===== config.mk =====
export PLATFORM = sky130hd
export DESIGN_NAME = pwm_duty_ramp
export DESIGN_NICKNAME = d
export VERILOG_FILES = /design/src/rtl/pwm_duty_ramp.sv
export SDC_FILE = /design/constraint.sdc
export NUM_CORES = 1
export LEC_CHECK = 0
export CORE_MARGIN = 2
export CORE_UTILIZATION = 31
export CTS_CLUSTER_DIAMETER = 120
export CTS_CLUSTER_SIZE = 8
export DETAILED_ROUTE_END_ITERATION = 7
export PLACE_DENSITY = 0.57
export SYNTH_ARGS = -nofsm -noshare
export SYNTH_HDL_FRONTEND = slang
export SYNTH_SLANG_ARGS = --single-unit
export TNS_END_PERCENT = 30

===== constraint.sdc =====
create_clock -name clk_in -period 4.7 [get_ports clk_in]
set_input_delay 0.94 -clock clk_in [delete_from_list [all_inputs] [get_ports clk_in]]
set_output_delay 0.94 -clock clk_in [all_outputs]
set_load 0.02 [all_outputs]

===== src/rtl/pwm_duty_ramp.sv =====
// Soft-start duty sequencer: ramps duty_out toward a loaded target, one LSB per PRESCALE clocks.
// Define PWM_RAMP_DOWN_EN for symmetric ramp-down; otherwise lower targets apply at once.
module pwm_duty_ramp #(
    parameter int WIDTH    = 4,
    parameter int PRESCALE = 16
) (
    input  logic             clk_in,
    input  logic             rst_n_in,
    input  logic [WIDTH-1:0] target_in,
    input  logic             load_in,
    input  logic             enable_in,
    output logic [WIDTH-1:0] duty_out,
    output logic             busy_out,
    output logic             done_out
);

    localparam int PW = (PRESCALE > 1) ? $clog2(PRESCALE) : 1;
    localparam logic [PW-1:0] P_LAST = PW'(PRESCALE - 1);

    typedef enum logic {
        IDLE,
        RAMP
    } state_t;

    state_t           state_q;
    state_t           state_d;
    logic [WIDTH-1:0] duty_q;
    logic [WIDTH-1:0] duty_d;
    logic [WIDTH-1:0] tgt_q;
    logic [WIDTH-1:0] tgt_d;
    logic [PW-1:0]    presc_q;
    logic [PW-1:0]    presc_d;
    logic [WIDTH-1:0] duty_step;
    logic             step_done;
    logic             fast_off;
    logic             busy_q;
    logic             busy_d;
    logic             done_q;
    logic             done_d;

    always_ff @(posedge clk_in or negedge rst_n_in) begin
        if (!rst_n_in) begin
            state_q <= IDLE;
            duty_q  <= '0;
            tgt_q   <= '0;
            presc_q <= '0;
            busy_q  <= 1'b0;
            done_q  <= 1'b0;
        end else begin
            state_q <= state_d;
            duty_q  <= duty_d;
            tgt_q   <= tgt_d;
            presc_q <= presc_d;
            busy_q  <= busy_d;
            done_q  <= done_d;
        end
    end

    // Steps always head toward the target, so the result never wraps.
    always_comb begin
        duty_step = duty_q;
        if (tgt_q > duty_q) begin
            duty_step = duty_q + WIDTH'(1);
        end else if (tgt_q < duty_q) begin
            duty_step = duty_q - WIDTH'(1);
        end
    end

    always_comb begin
        state_d   = state_q;
        duty_d    = duty_q;
        tgt_d     = tgt_q;
        presc_d   = presc_q;
        step_done = 1'b0;
        fast_off  = 1'b0;
        if (load_in) begin
            tgt_d   = target_in;
            presc_d = '0;
            if (target_in == duty_q) begin
                state_d = IDLE;
`ifdef PWM_RAMP_DOWN_EN
            end else begin
                state_d = RAMP;
            end
`else
            end else if (target_in > duty_q) begin
                state_d = RAMP;
            end else begin
                duty_d   = target_in;
                state_d  = IDLE;
                fast_off = 1'b1;
            end
`endif
        end else begin
            unique case (state_q)
                IDLE: begin
                    presc_d = '0;
                end
                RAMP: begin
                    if (enable_in) begin
                        if (presc_q == P_LAST) begin
                            presc_d = '0;
                            duty_d  = duty_step;
                            if (duty_step == tgt_q) begin
                                state_d   = IDLE;
                                step_done = 1'b1;
                            end
                        end else begin
                            presc_d = presc_q + PW'(1);
                        end
                    end
                end
            endcase
        end
    end

    always_comb begin
        busy_d = (state_d == RAMP);
        done_d = step_done | fast_off;
    end

    assign duty_out = duty_q;
    assign busy_out = busy_q;
    assign done_out = done_q;

endmodule


==> flow_summary_export.csv, run 1 <==
group,metric,value,unit
clocking,cts_setup_buffers,0,
grt,grt_max_degree,17,
flow_run,maxCapViolations,0,
critical_path,reg2regPathDepth,9,
timing,layout_min_cycle_time,2.86,ns
place,hpwl,2020,um
detailed_routing,avgRoutedWirePerCell,13.7,um
critical_path,cp.arrival,3.02,ns
timing,tightest_slew,0.653,ns
timing,setup_ws,1.84,ns
place,place.gp.congestion,0.870,
critical_path,worstReg2RegEnd,"busy_out$_DFF_PN0_",
clocking,cts_tree,"done",
timing,drv_slew,0,
critical_path,worst-path-max-fanout,8,
logic_synthesis,ys_seq_area_share,30.3,%
logic_synthesis,ys_ff_latch,14,
timing,finalClockSkew,0.00104,ns
die,dieHeight,65.0,um
logic_synthesis,synth.cell_area,0.00115,sq mm
final_layout,most-common-layout-cells,"dfrtp_1, clkdlybuf4s50_1, ha_1",
timing,finalSetupViolCount,0,
logic_synthesis,synth.net_count,144,
clocking,cts_buffer_depth,2,
clocking,clk_latency,0.24,ns
timing,rsz0062_at_grt,"false",
logic_synthesis,synth_edf_count,0,
final_layout,utilization,37.9,%
critical_path,r2r_slack,2.09,ns
clocking,cts_resized,0,
critical_path,endpoint,"duty_out[3]$_DFFE_PN0P_",
pwr,irDropWorstVdd,221,uV
die,rows,22,
final_layout,seq_area,350,sq um
critical_path,endpoint_kind,"flip-flop",
logic_synthesis,syn_area_per_cell,9.24,sq um
die,design.core.area,0.00363,sq mm
detailed_routing,ant_nets,0,
critical_path,path_delay_family,"compound AO/OA/AOI/OAI gates",
grt,antenna_found_initial,0,
critical_path,cp_cell_sequence,"clkdlybuf4s50_1 -> ha_1 -> nor2b_1 -> o21a_1 -> o21a_1 -> o31ai_1 -> o21a_1 -> o21ai_0 -> a22oi_1",
detailed_routing,drt_wl_total,2560,um
critical_path,crit_type,"primary input to flip-flop",
grt,grt_pass1_vias,983,
final_layout,final_cells,187,
clocking,cts.htree.levels,1,
critical_path,critPathMostFrequentCell,"o21a_1",
pwr,power.total,0.859,mW
logic_synthesis,yosys_warnings,0,
final_layout,syn_to_final_growth,19.4,%
timing,fin_crit_sh,60.9,%
place,place_inst,184,
final_layout,nFillCells,392,
timing,tns,0,ns
grt,grt.total_usage,14.3,%
detailed_routing,first_iter_violations,49,
final_layout,layout.cells.most_common,"dfrtp_1",
die,die_w,65.0,um
critical_path,crit_buf_inv,1,
final_layout,multi_input_area,767,sq um
clocking,hold_buffers,0,
die,start_util,31.8,%
hold_path,hp-class,"flip-flop to flip-flop",
critical_path,worstSetupStartpoint,"target_in[1]",
clocking,cts_root_buffer,"clkbuf_8",
clocking,cts_buffers,3,
final_layout,fin_nets,160,
logic_synthesis,yosysUniqueCellTypes,42,
critical_path,start_kind,"primary input",
logic_synthesis,syn_inst,125,
critical_path,critical_path_required,4.86,ns
die,io_pins,14,
pwr,powerDensity,623,mW/mm^2
critical_path,slowest_delay,0.43,ns
place,pre_cts_slack,1.57,ns
clocking,path_clk_slew,0.05,ns
detailed_routing,drc,0,
timing,hold_viol,0,
final_layout,drive_gt1_share,11.5,%
outcome,outcome,"completed",
detailed_routing,first_pass_iters,4,
timing,slew_headroom,56.3,%
place,numPortBuffers,13,
timing,max_freq,0.350,GHz
critical_path,r2r_start,"duty_out[1]$_DFFE_PN0P_",
grt,grt_overflow,0,
pwr,leakagePower,0.582,nW
die,die_area,0.00423,sq mm
logic_synthesis,synthFlopType,"dfrtp_1",
final_layout,antenna_cells,0,
grt,grt_first_pass_wirelength,4670,um
detailed_routing,via_per_inst,5.27,
detailed_routing,dr_total_vias,986,
logic_synthesis,async_flop_share,100,%
clocking,cts.sinks,14,
critical_path,cp.depth,9,
critical_path,slowest_stage,"clkdlybuf4s50_1",
## synth_stat cells (2+ instances only)
cell       n  area [sq um]
mux2_2     2          22.5
nor2b_4    2          27.5
nor3_1     2          10.0
dfrtp_1   14           350
o211ai_1   2          15.0
o21ai_0    4          20.0
a32o_1     2          20.0
nor2b_1    3          18.8
xor2_1     2          17.5
inv_1      8          30.0
o22ai_1    2          12.5
mux2i_1    2          20.0
xnor2_1    4          35.0
ha_1      11           138
nand4_1    4          25.0
nand3_1    6          30.0
nor2_1     9          33.8
a21oi_1    9          45.0
clkbuf_1   2          7.51
o21a_1     4          30.0
a22oi_1    2          15.0
nand2_1    9          33.8
## worst min-delay path by stage
stage	from	cells past startpoint	endpoint
after floorplan	tgt_q[3]$_DFFE_PN0P_	1	tgt_q[3]$_DFFE_PN0P_
after global placement	tgt_q[3]$_DFFE_PN0P_	1	tgt_q[3]$_DFFE_PN0P_
after detailed placement	tgt_q[0]$_DFFE_PN0P_	2	tgt_q[0]$_DFFE_PN0P_
after CTS	tgt_q[0]$_DFFE_PN0P_	2	tgt_q[0]$_DFFE_PN0P_
after global routing	tgt_q[3]$_DFFE_PN0P_	1	tgt_q[3]$_DFFE_PN0P_
final	tgt_q[0]$_DFFE_PN0P_	2	tgt_q[0]$_DFFE_PN0P_
## sequential cells by signal, summed over array words and instances (netlist names)
signal,flops
presc_q,4
busy_out,1
done_out,1
duty_out,4
tgt_q,4
## routing by layer
layer / GRT usage (%) / wire [um] / part of all wire (%)
met5: 0 / 0 / 0
met4: 5.47 / 42 / 1.6
met3: 2.60 / 70 / 2.7
met2: 22.4 / 1160 / 45
met1: 19.4 / 1280 / 50
## report_power, final
group          switching, mW  total (mW)  leakage [nW]  internal, mW
Sequential            0.0484       0.198         0.174         0.149
Clock                 0.0410      0.0977        0.0216        0.0567
Combinational          0.303       0.563         0.387         0.260
Total                  0.392       0.859         0.582         0.466
## worst register-to-register path: stages, from the launching register on
cell      delay [ns]
dfrtp_1         0.48
inv_1           0.18
ha_1            0.38
nor2b_4         0.16
o211ai_2        0.30
nand2_2         0.15
mux2i_2         0.26
nor2b_1         0.09
nor4_2          0.36
o22ai_1         0.12
## cell families (layout without fill, tap and decap cells)
family	count (synthesis)	in the layout	share of synthesized area [%]
adder cells (fa/ha/maj)	11	11	11.9
flip-flops	14	14	30.3
buffers and inverters	10	24	3.25
AO/OA/AOI/OAI	35	35	21.5
AND/OR/NAND/NOR	43	43	22.2
multiplexers	5	5	4.88
XOR/XNOR	7	7	5.96
## metrics by stage
| step | hold WS [ns] | cell area (sq um) |
|---|---|---|
| detailed placement | 0.566 | 1340 |
| finish | 0.568 | 1380 |
| CTS | 0.576 | 1380 |
| global placement | 0.566 | 1340 |
| global route | 0.601 | 1380 |
| floorplan | 0.528 | 1150 |
## area by class of cell
class,instances,share of cell area (%)
Clock buffer,3,2.99
Inverter,8,2.18
Multi-Input combinational cell,101,55.6
Sequential cell,14,25.4
Tap cell,48,4.36
Timing Repair Buffer,13,9.44
Power figures use the tool's default switching activity.
==> run 2: changes to the inputs <==
clock period = 2.81 ns   (was 4.7 ns; I/O delays follow)
==> flow_summary_export.csv, run 2 (synthesis gave the netlist of run 1 again) <==
group,metric,value,unit
clocking,cts_setup_buffers,0,
flow_run,maxCapViolations,0,
place,place_inst,188,
clocking,cts_buffer_depth,2,
die,io_pins,14,
final_layout,drive_gt1_share,14.6,%
critical_path,worstReg2RegEnd,"done_out$_DFF_PN0_",
pwr,irDropWorstVdd,449,uV
die,design.core.area,0.00363,sq mm
critical_path,reg2regPathDepth,9,
clocking,cts_tree,"done",
clocking,cts_root_buffer,"clkbuf_8",
detailed_routing,drc,0,
clocking,cts.htree.levels,1,
timing,layout_min_cycle_time,2.53,ns
detailed_routing,via_per_inst,5.29,
critical_path,start_kind,"primary input",
final_layout,antenna_cells,0,
critical_path,r2r_slack,0.31,ns
grt,grt_first_pass_wirelength,4840,um
grt,antenna_found_initial,0,
final_layout,utilization,39.2,%
hold_path,hold_end,"tgt_q[3]$_DFFE_PN0P_",
grt,grt.total_usage,14.9,%
clocking,clk_latency,0.24,ns
timing,setup_ws,0.280,ns
critical_path,path_delay_family,"compound AO/OA/AOI/OAI gates",
critical_path,worst-path-max-fanout,8,
pwr,seq_power_share,20.9,%
timing,holdWs,0.570,ns
die,dieHeight,65.0,um
critical_path,crit_type,"primary input to flip-flop",
clocking,cts.sinks,14,
timing,fin_crit_sh,90.0,%
place,place.gp.congestion,0.838,
pwr,power.total,1.51,mW
hold_path,hp-class,"flip-flop to flip-flop",
grt,grt_overflow,0,
place,hpwl,2180,um
critical_path,endpoint_kind,"flip-flop",
final_layout,fin_area,0.00142,sq mm
detailed_routing,first_iter_violations,64,
critical_path,r2r_start,"duty_out[3]$_DFFE_PN0P_",
timing,drv_slew,0,
final_layout,final_cells,192,
hold_path,min_path_cells,1,
die,start_util,31.8,%
timing,tightest_slew,0.650,ns
clocking,cts_buffers,3,
place,placed_area,0.00137,sq mm
final_layout,layout.cells.most_common,"dfrtp_1",
timing,rsz0062_at_grt,"false",
timing,finalClockSkew,0.00184,ns
die,die_area,0.00423,sq mm
detailed_routing,avgRoutedWirePerCell,14.4,um
pwr,p_sw,0.684,mW
pwr,p_sw_share,45.2,%
place,pre_cts_slack,0.0176,ns
timing,finalSetupViolCount,0,
place,numPortBuffers,13,
critical_path,cp_cell_sequence,"clkdlybuf4s50_1 -> ha_1 -> nor2b_1 -> o21a_1 -> o21a_1 -> o31ai_1 -> o21a_1 -> o211ai_1 -> o21a_1",
timing,max_freq,0.395,GHz
die,die_w,65.0,um
timing,hold_viol,0,
detailed_routing,ant_nets,0,
critical_path,critical_path_required,2.95,ns
clocking,path_clk_slew,0.06,ns
critical_path,critPathMostFrequentCell,"o21a_1",
clocking,cts_resized,0,
clocking,hold_buffers,0,
final_layout,nFillCells,395,
pwr,p_clk_share,12.8,%
final_layout,most-common-layout-cells,"dfrtp_1, clkdlybuf4s50_1, ha_1",
detailed_routing,dr_total_vias,1016,
final_layout,fin_nets,164,
outcome,outcome,"completed",
pwr,powerDensity,1060,mW/mm^2
timing,slew_headroom,56.6,%
critical_path,worstSetupStartpoint,"target_in[1]",
pwr,combPwrFrac,66.3,%
detailed_routing,first_pass_iters,4,
die,rows,22,
final_layout,syn_to_final_growth,23.2,%
critical_path,cp.arrival,2.67,ns
pwr,internal_power,0.830,mW
critical_path,slowest_stage,"clkdlybuf4s50_1",
pwr,leakagePower,0.608,nW
timing,tns,0,ns
critical_path,slowest_delay,0.43,ns
critical_path,crit_buf_inv,1,
hold_path,min_from,"tgt_q[3]$_DFFE_PN0P_",
detailed_routing,drt_wl_total,2770,um
grt,grt_max_degree,15,
grt,grt_pass1_vias,1038,
==> run 2: cell types whose count changed in the layout (fill, tap and decap cells not counted) <==
cell,change
buf_4,+4
clkbuf_8,+1
==> run 2: how the worst max path moves through the flow <==
stage                               to  slack [ns]  cells past startpoint
4_1_cts        duty_out[3]$_DFFE_PN0P_        0.27                      9
2_1_floorplan       done_out$_DFF_PN0_        0.42                      9
3_3_place_gp   duty_out[1]$_DFFE_PN0P_        0.13                      9
6_report       duty_out[1]$_DFFE_PN0P_        0.28                      9
5_1_grt        duty_out[3]$_DFFE_PN0P_        0.10                      9
3_5_place_dp   duty_out[3]$_DFFE_PN0P_        0.02                      9
==> run 2: layout make-up <==
type	instances	area (sq um)	area share [%]
Sequential cell	14	350	24.6
Multi-Input combinational cell	101	767	53.9
Clock buffer	4	55.1	3.87
Tap cell	48	60.1	4.22
Inverter	8	30.0	2.11
Timing Repair Buffer	17	160	11.3
==> run 2: power by group through the flow <==
stage / logic, mW / registers (mW) / clock network (mW)
after floorplan: 0.675 / 0.362 / 0
after global placement: 0.972 / 0.318 / 0
after detailed placement: 1.00 / 0.319 / 0
after CTS: 1.01 / 0.317 / 0.198
after global routing: 1.11 / 0.326 / 0.213
final: 1.00 / 0.316 / 0.194
==> run 2: layer usage <==
layer,vias to the layer above,part of all wire (%),track usage [%]
met3,6,2.6,2.43
li1,504,-,-
met5,-,0,0
met1,490,46,19.0
met2,16,49,24.4
met4,0,2.4,7.29
==> run 3: changes to the inputs <==
GPL_ROUTABILITY_DRIVEN = 1   (was unset)
SETUP_SLACK_MARGIN = 0.1   (was unset)
==> results of run 3 <==
The final DEF is identical to that of run 2; final timing and power are the same.
